File: config.mk
export PLATFORM = sky130hd
export DESIGN_NAME = load_store_unit
export DESIGN_NICKNAME = d
export VERILOG_FILES = /design/src/rtl/lsu_pkg.sv /design/src/rtl/mem_data_aligner.sv /design/src/rtl/load_store_unit.sv
export SDC_FILE = /design/constraint.sdc
export NUM_CORES = 1
export LEC_CHECK = 0
export ABC_AREA = 1
export CORE_MARGIN = 4
export CORE_UTILIZATION = 47
export CTS_BUF_LIST = sky130_fd_sc_hd__clkbuf_16
export DETAILED_ROUTE_END_ITERATION = 12
export PLACE_DENSITY_LB_ADDON = 0.3
export SLEW_MARGIN = 10
export SYNTH_ARGS = -nofsm -noshare
export SYNTH_HDL_FRONTEND = slang
export SYNTH_SLANG_ARGS = --single-unit
File: constraint.sdc
create_clock -name clock -period 12.2 [get_ports clock]
set_input_delay 3.66 -clock clock [delete_from_list [all_inputs] [get_ports clock]]
set_output_delay 3.66 -clock clock [all_outputs]
set_load 0.01 [all_outputs]
File: src/rtl/lsu_pkg.sv
// Shared types and helpers for the MEM-stage load/store unit.
package lsu_pkg;

  typedef enum logic [1:0] {
    Idle,
    Wait,
    Done
  } lsu_state_t;

  function automatic logic [3:0] access_size(input logic [7:0] be);
    logic [3:0] n;
    n = '0;
    for (int i = 0; i < 8; i++) n += 4'(be[i]);
    return n;
  endfunction

  // Sizes are powers of two, so offset % size is a low-bit mask.
  function automatic logic is_misaligned(
    input logic [2:0] off,
    input logic [3:0] size
  );
    if (size == 4'd0) return 1'b0;
    return (off & (size[2:0] - 3'd1)) != 3'd0;
  endfunction

endpackage

File: src/rtl/mem_data_aligner.sv
// Lane alignment for stores and extraction/extension for loads.
module mem_data_aligner #(
  parameter int DATA_SIZE = 64,
  parameter int BYTE_NUM  = DATA_SIZE / 8
) (
  input  logic [$clog2(BYTE_NUM)-1:0] offset,
  input  logic [BYTE_NUM-1:0]         byte_en,
  input  logic                        signed_ld,
  input  logic [DATA_SIZE-1:0]        wr_data,
  input  logic [DATA_SIZE-1:0]        bus_rd_data,
  output logic [DATA_SIZE-1:0]        bus_wr_data,
  output logic [BYTE_NUM-1:0]         bus_byte_en,
  output logic [DATA_SIZE-1:0]        ld_data
);

  logic [DATA_SIZE-1:0] sh;
  logic [DATA_SIZE-1:0] mask;
  logic                 sign;

  assign bus_wr_data = wr_data << {offset, 3'b000};
  assign bus_byte_en = byte_en << offset;
  assign sh          = bus_rd_data >> {offset, 3'b000};

  // The highest enabled lane carries the sign bit.
  always_comb begin
    mask = '0;
    sign = 1'b0;
    for (int i = 0; i < BYTE_NUM; i++) begin
      mask[8*i +: 8] = {8{byte_en[i]}};
      if (byte_en[i]) sign = sh[8*i+7];
    end
    ld_data = (sh & mask)
            | ((signed_ld && sign) ? ~mask : '0);
  end

endmodule

File: src/rtl/load_store_unit.sv
// MEM-stage load/store unit: bus handshake, alignment, stall.
// Optional ack timeout enabled by defining LSU_TIMEOUT_EN.
module load_store_unit
  import lsu_pkg::*;
#(
  parameter int DATA_SIZE = 64,
  parameter int BYTE_NUM  = DATA_SIZE / 8
`ifdef LSU_TIMEOUT_EN
  ,
  parameter int TIMEOUT_CYCLES = 255
`endif
) (
  input  logic                 clock,
  input  logic                 reset_n,
  input  logic                 rd_en,
  input  logic                 wr_en,
  input  logic [BYTE_NUM-1:0]  byte_en,
  input  logic                 signed_ld,
  input  logic [DATA_SIZE-1:0] addr,
  input  logic [DATA_SIZE-1:0] wr_data,
  output logic [DATA_SIZE-1:0] rd_data,
  output logic                 done,
  output logic                 stall,
  output logic                 load_misaligned,
  output logic                 store_misaligned,
  output logic                 access_fault,
  output logic [DATA_SIZE-1:0] bus_addr,
  output logic [DATA_SIZE-1:0] bus_wr_data,
  output logic [BYTE_NUM-1:0]  bus_byte_en,
  output logic                 bus_rd_en,
  output logic                 bus_wr_en,
  input  logic                 bus_ack,
  input  logic [DATA_SIZE-1:0] bus_rd_data
);

  localparam int OFF_W = $clog2(BYTE_NUM);

  lsu_state_t state_q, state_d;

  logic [DATA_SIZE-1:0] addr_q;
  logic [DATA_SIZE-1:0] wdata_q;
  logic [BYTE_NUM-1:0]  ben_q;
  logic                 sgn_q;
  logic                 store_q;

  logic                 mis;
  logic                 accept;
  logic                 in_wait;
  logic                 timeout;
  logic [DATA_SIZE-1:0] al_wdata;
  logic [BYTE_NUM-1:0]  al_ben;
  logic [DATA_SIZE-1:0] ld_data;

  assign mis = is_misaligned(3'(addr[OFF_W-1:0]),
                             access_size(8'(byte_en)));
  assign in_wait = (state_q == Wait);

  mem_data_aligner #(
    .DATA_SIZE (DATA_SIZE),
    .BYTE_NUM  (BYTE_NUM)
  ) u_align (
    .offset      (addr_q[OFF_W-1:0]),
    .byte_en     (ben_q),
    .signed_ld   (sgn_q),
    .wr_data     (wdata_q),
    .bus_rd_data (bus_rd_data),
    .bus_wr_data (al_wdata),
    .bus_byte_en (al_ben),
    .ld_data     (ld_data)
  );

  assign bus_addr    = in_wait
                     ? addr_q & ~DATA_SIZE'(BYTE_NUM - 1)
                     : '0;
  assign bus_wr_data = in_wait ? al_wdata : '0;
  assign bus_byte_en = in_wait ? al_ben : '0;

  always_comb begin
    state_d          = state_q;
    accept           = 1'b0;
    stall            = 1'b0;
    done             = 1'b0;
    load_misaligned  = 1'b0;
    store_misaligned = 1'b0;
    bus_rd_en        = 1'b0;
    bus_wr_en        = 1'b0;
    unique case (state_q)
      Idle: begin
        if (rd_en || wr_en) begin
          if (mis) begin
            store_misaligned = wr_en;
            load_misaligned  = !wr_en;
          end else begin
            accept  = 1'b1;
            stall   = 1'b1;
            state_d = Wait;
          end
        end
      end
      Wait: begin
        stall     = 1'b1;
        bus_rd_en = !store_q;
        bus_wr_en = store_q;
        if (bus_ack || timeout) state_d = Done;
      end
      Done: begin
        done    = 1'b1;
        state_d = Idle;
      end
      default: state_d = Idle;
    endcase
  end

  always_ff @(posedge clock or negedge reset_n) begin
    if (!reset_n) begin
      state_q <= Idle;
      addr_q  <= '0;
      wdata_q <= '0;
      ben_q   <= '0;
      sgn_q   <= 1'b0;
      store_q <= 1'b0;
      rd_data <= '0;
    end else begin
      state_q <= state_d;
      if (accept) begin
        addr_q  <= addr;
        wdata_q <= wr_data;
        ben_q   <= byte_en;
        sgn_q   <= signed_ld;
        store_q <= wr_en;
      end
      if (in_wait && bus_ack)
        rd_data <= store_q ? '0 : ld_data;
      else if (timeout)
        rd_data <= '0;
    end
  end

`ifdef LSU_TIMEOUT_EN
  localparam int CNT_W = ($clog2(TIMEOUT_CYCLES + 1) > 8)
                       ? $clog2(TIMEOUT_CYCLES + 1) : 8;

  logic [CNT_W-1:0] cnt_q;
  logic             fault_q;

  // cnt_q counts completed Wait cycles; the last one times out.
  assign timeout = in_wait && !bus_ack
                && (cnt_q == CNT_W'(TIMEOUT_CYCLES - 1));
  assign access_fault = (state_q == Done) && fault_q;

  always_ff @(posedge clock or negedge reset_n) begin
    if (!reset_n) begin
      cnt_q   <= '0;
      fault_q <= 1'b0;
    end else if (accept) begin
      cnt_q   <= '0;
      fault_q <= 1'b0;
    end else if (in_wait) begin
      cnt_q <= cnt_q + 1'b1;
      if (timeout) fault_q <= 1'b1;
    end
  end
`else
  assign timeout      = 1'b0;
  assign access_fault = 1'b0;
`endif

  a_rd_wr_excl: assert property (
    @(posedge clock) disable iff (!reset_n)
    !(state_q == Idle && rd_en && wr_en)
  ) else $warning("rd_en and wr_en both set; load ignored");

endmodule

==> metrics, run 1 <==
DR WL/cell=19.2 µm; Final Max Tran Viols=0; total track usage=0.316; TNS Setup=0 ps; die width=168 µm; Period Utilization, post-route=0.961; Hold/Removal Path Class=flop to flop; P_leak=0.00794 µW; Worst Reg2Reg Path Length in Cells=20; layout cells sized above 1=0.0323; Hold Path Sink=rd_data[49]; worst r2r dst=rd_data[26]; Max VDD drop=0.000173 V; status=finished, final reports clean; CP Class=input port to output port; flop-to-flop setup slack=8430 ps; PortBufs=408; DRT Wirelength=46200 µm; top post-synthesis cells by area=dfrtp_1 42%, nand2_1 21%, o21ai_0 8.1%, nand3_1 4.6%, nor2_1 3.8%; Worst EP required=8540 ps; Top Ports=413; Critical R2R Launch=addr_q[0]; library cells used by synthesis=34; Starting Density=0.479; Fillers=2184; Gate power share=0.577; post-CTS setup buffers=0; Overflow after GRT=0; fmax=85.3 MHz; Power, Total=4570 µW; Final Hold Fails=0; flops & latches, synth=204; clk buf depth=3; Post-Syn Instances=1743; CORE AREA=25300 µm²; hpwl dp=33100 µm; largest net degree at the start of global routing=109; Pre-Repair DR Iteration Count=6; number of routed nets with antenna violations=0; HP Start=rd_data[49]; hold path depth=2; CTS Hold Bufs=0; post-synth top area share=0.422; unrepaired setup endpoints after global routing=no; fin util=0.669; fin crit period=11720 ps; Sw Share=0.473; DRC viols=0; post-synthesis compound-gate area fraction=0.147; fin nets=2277; main combinational cell family by area after synthesis=simple AND/OR/NAND/NOR gates; CTS tree=built; Reg clk slew, reported paths=60 ps; Pint=2410 µW; largest fanout on the critical path=4; global-route wire length before repair=71900 µm; clock power share=0.146; sequential fraction of the synthesis area=0.422; Die ar.=28400 µm²; final setup fails=0; Initial DRC Count=1267; routed vias=13300; Ys Warns=0; clock sink count=204; XOR/XNOR share of the synthesized area=0.000724; syn avg cell area=6.94 µm²; Slew @ Worst Pin=1110 ps; Clock Latency Late Sink=530 ps; sw power=2160 µW; Die H=168 µm; Cell Area, Synth=12100 µm²; gp weighted congestion=0.935; number of antenna violations at the first check in global routing=7; CTS buffer count=24; H-tree Lvls=1; crit path launch type=input port; routed vias/inst=5.54; Worst Skew=18.1 ps; Synth area leader=dfrtp_1; # rows=58; Post-Synth Adder-Cell Area=0.0118; post-synthesis mux area share=0.0273; CP endpoint kind=output port; cts repair resizes=0; Max-Cap Viols=0; worst rel slew slack=0.260; synthesis-to-finish area growth=39.6%; Crit path arrival time=8060 ps; hold_ws=479 ps; sequential fraction of design power=0.277; PwrDens=271 nW/µm²; vias in the first global route=13200; Root Driver=clkbuf_16; Synth Area in Simple Gates=0.308
-- metal layers --
layer  GRT usage  share of wire  vias to the layer above
met1       0.388           0.37                     6205
met5           0         0.0012                        -
met3      0.0688          0.094                      163
met4       0.183          0.069                        8
li1            -              -                     6234
met2       0.513           0.46                      735
-- stage by stage --
step / worst slack (ps) / cells / instance area (µm²)
2_1_floorplan: 1320 / 1746 / 12100
5_1_grt: 280 / 2408 / 16900
6_report: 475 / 2408 / 16900
3_5_place_dp: 503 / 2366 / 16200
3_3_place_gp: 498 / 2366 / 16200
4_1_cts: 480 / 2406 / 16900
-- layout by cell type, fill, tap and decap left out, types with 14 or more instances in the layout --
master / instances
a21oi_1: 38
mux2i_1: 33
dfrtp_1: 202
a22o_1: 16
buf_4: 14
o21ai_0: 195
o22ai_1: 32
nand3_1: 112
clkbuf_16: 24
inv_1: 116
nand2_1: 671
o211ai_1: 24
clkdlybuf4s50_1: 407
nor2_1: 121
-- cell families (layout without fill, tap and decap cells) --
group,Yosys count,in the layout
simple gates,928,928
other cells,1,6
flops,204,204
mux,33,33
compound gates,318,318
xor+xnor,1,1
fa+ha+maj,9,9
buf+inv,249,579
-- synthesized netlist by cell type (all sizes together) --
cell      n
o211ai   24
o22ai    32
o21bai    1
a31oi    10
buf      44
o221ai    1
a22o     16
mux2i    33
ha        5
dfrtp   204
nor3      4
a31o      1
nor3b     1
o21ai   195
nand3   112
clkbuf   88
or2       1
conb      1
nor4      1
nand2   683
fa        4
xnor2     1
nor2    121
a21oi    38
nand4     5
inv     117
-- worst max path at each step --
stage | cells past startpoint | end | from
4_1_cts | 18 | stall | byte_en[0]
6_report | 18 | stall | byte_en[0]
2_1_floorplan | 16 | stall | byte_en[0]
3_3_place_gp | 18 | stall | byte_en[0]
3_5_place_dp | 18 | stall | byte_en[0]
5_1_grt | 17 | stall | byte_en[0]
-- sequential cells by signal, summed over array words and instances, names as in the netlist --
register and cells:
addr_q 64, ben_q 8, rd_data 64, sgn_q 1
state_q 2, store_q 1, wdata_q 64
-- final cells by class --
cell class	instances	area, µm²	area share
Antenna cell	2	5.00	0.000296
Clock buffer	24	601	0.0356
Timing Repair Buffer	422	4190	0.248
Multi-Input combinational cell	1293	6000	0.356
Clock inverter	16	111	0.00660
Tap cell	330	413	0.0245
Sequential cell	204	5110	0.303
Inverter	117	445	0.0264
-- power groups by stage --
stage                     logic [µW]  registers (µW)  clock network (µW)
after floorplan                 1630            1170                   0
after global placement          2560            1260                   0
after detailed placement        2600            1270                   0
after CTS                       2620            1260                 679
after global routing            2900            1310                 708
final                           2640            1270                 669
-- critical path, cell delays in order --
cell             delay (ps)
clkdlybuf4s50_1         450
inv_1                    60
fa_1                    550
fa_1                    430
fa_1                    440
inv_1                    70
ha_1                    160
inv_1                    60
fa_1                    580
ha_1                    180
nand2_1                  60
nand2_1                  70
o221ai_1                 90
nand2_1                 220
nand2_1                  70
or2_2                   300
nand2_1                  60
clkdlybuf4s50_1         560
(Power assumes the default switching activity.)
==> run 2, diff against run 1 <==
--- a/config.mk
+++ b/config.mk
@@ -7,9 +7,10 @@
 export LEC_CHECK = 0
 export ABC_AREA = 1
 export CORE_MARGIN = 4
-export CORE_UTILIZATION = 47
+export CORE_UTILIZATION = 50
 export CTS_BUF_LIST = sky130_fd_sc_hd__clkbuf_16
 export DETAILED_ROUTE_END_ITERATION = 12
+export MAX_ROUTING_LAYER = met4
 export PLACE_DENSITY_LB_ADDON = 0.3
 export SLEW_MARGIN = 10
 export SYNTH_ARGS = -nofsm -noshare
==> constraint.sdc (replaced) <==
create_clock -name clock -period 14.9 [get_ports clock]
set_input_delay 4.47 -clock clock [delete_from_list [all_inputs] [get_ports clock]]
set_output_delay 4.47 -clock clock [all_outputs]
set_load 0.01 [all_outputs]
==> run 2 against run 1 <==
  * Critical path depth shrank 1
  * First-iteration DRC count is 21% higher
  * Clock skew decreased by 8.5 ps
  * Sequential cell count is the same
  * Final area is 0.46% higher
  * Largest cell class unchanged
==> metrics, run 2 (same netlist as run 1, synthesis figures left out) <==
status=finished, final reports clean; CTS tree=built; final setup fails=0; Worst Reg2Reg Path Length in Cells=23; Worst EP required=10430 ps; max incr delay on CP=570 ps; largest net degree at the start of global routing=130; Worst Skew=9.58 ps; Regs by FF count=addr_q: 64 flops, rd_data: 64 flops, wdata_q: 64 flops; P_leak=0.00795 µW; cts repair resizes=0; synthesis-to-finish area growth=40.2%; DRT Wirelength=46900 µm; Hold Path Sink=rd_data[52]; Max VDD drop=0.000179 V; DR WL/cell=19.5 µm; global-route wire length before repair=72200 µm; DRC viols=0; most common cell after layout, fill and taps aside=nand2_1; Max-Cap Viols=0; # rows=56; routed vias=13500; fin nets=2274; PortBufs=408; Clock Latency Late Sink=520 ps; DP Area=16100 µm²; fmax=74.2 MHz; vias in the first global route=13300; clock sink count=204; Crit path arrival time=9010 ps; Die H=164 µm; HP Start=rd_data[52]; crit-path most repeated cell=fa_1; worst r2r dst=rd_data[30]; clk buf depth=3; worst rel slew slack=0.188; Final Max Tran Viols=0; hold path depth=2; Slew @ Worst Pin=1210 ps; CP Class=input port to output port; hpwl dp=33000 µm; Period Utilization, post-route=0.904; Starting Density=0.512; CTS buffer count=24; fin crit period=13480 ps; unrepaired setup endpoints after global routing=no; PwrDens=226 nW/µm²; number of routed nets with antenna violations=0; post-CTS setup buffers=0; total track usage=0.351; Reg clk slew, reported paths=60 ps; TNS Setup=0 ps; Overflow after GRT=0; flop-to-flop setup slack=11130 ps; cells along the critical path=clkdlybuf4s50_1 > inv_1 > fa_1 > fa_1 > fa_1 > inv_1 > ha_1 > inv_1 > fa_1 > ha_1 > nor2_1 > o221ai_1 > nand2_1 > nand2_1 > or2_2 > nand2_1 > clkdlybuf4s50_1; Final Hold Fails=0; Worst path slowest cell=fa_1; largest fanout on the critical path=4; Die ar.=26700 µm²; commonest non-fill, non-tap cells in the layout=671 x nand2_1, 407 x clkdlybuf4s50_1, 202 x dfrtp_1, 195 x o21ai_0, 121 x nor2_1; dpl ws=1450 ps; Root Driver=clkbuf_16; Critical R2R Launch=addr_q[1]; Hold/Removal Path Class=flop to flop; Worst Setup SP=byte_en[0]; Finished Cell Area=17000 µm²; number of antenna violations at the first check in global routing=7; H-tree Lvls=1; layout cells sized above 1=0.0338; CTS Hold Bufs=0; Initial DRC Count=1537; Setup WS post-layout=1420 ps; Top Ports=413; routed vias/inst=5.61; Power, Total=3840 µW; CP endpoint kind=output port; gp weighted congestion=0.956; CORE AREA=23600 µm²; die width=164 µm; crit path launch type=input port; Pre-Repair DR Iteration Count=8
[run 2: changes by cell type in the layout (fill, tap and decap cells not counted)]
cell	previous run	this run
diode_2	2	7
inv_1	116	112
buf_4	14	11
bufinv_16	1	4
clkinv_4	0	2
clkinvlp_4	0	2
clkbuf_16	24	25
clkinv_1	5	4
clkinv_8	1	0
inv_8	1	0
[run 2: worst max path at each step]
stage,slack (ps),cells after the start,to
2_1_floorplan,2400,16,stall
3_3_place_gp,1590,17,stall
3_5_place_dp,1450,17,stall
4_1_cts,1440,17,stall
5_1_grt,1280,18,stall
6_report,1420,17,stall
[run 2: power breakdown]
group | internal [µW] | switching [µW] | leakage, µW
Sequential | 815 | 207 | 0.00258
Combinational | 849 | 1350 | 0.00498
Clock | 372 | 243 | 0.000395
[run 2: final cells by class]
| type | instances | area (µm²) |
|---|---|---|
| antenna | 7 | 17.5 |
| clock buffer | 25 | 626 |
| clock inverter | 16 | 188 |
| fill | 1918 | 6650 |
| inverter | 117 | 445 |
| multi-input combinational | 1293 | 6000 |
| sequential | 204 | 5110 |
| tap | 319 | 399 |
| timing repair buffer | 419 | 4170 |
[run 2: critical path, delay by kind of cell]
family	cells	cell delay [ps]
buf+inv	5	1260
compound gates	1	130
fa+ha+maj	6	2360
simple gates	5	790
[run 2: per-layer routing]
layer | up-vias | GRT usage | wire (µm)
li1 | 6246 | - | -
met1 | 6253 | 0.418 | 17400
met2 | 792 | 0.577 | 22200
met3 | 163 | 0.0714 | 4520
met4 | 0 | 0.162 | 2840
met5 | - | - | 0
[run 2: stage by stage]
step	utilization	hold slack, ps	instances
floorplan	-	449	1746
global placement	0.683	464	2352
detailed placement	0.683	466	2352
CTS	0.718	483	2393
global route	0.718	501	2400
finish	0.718	478	2400
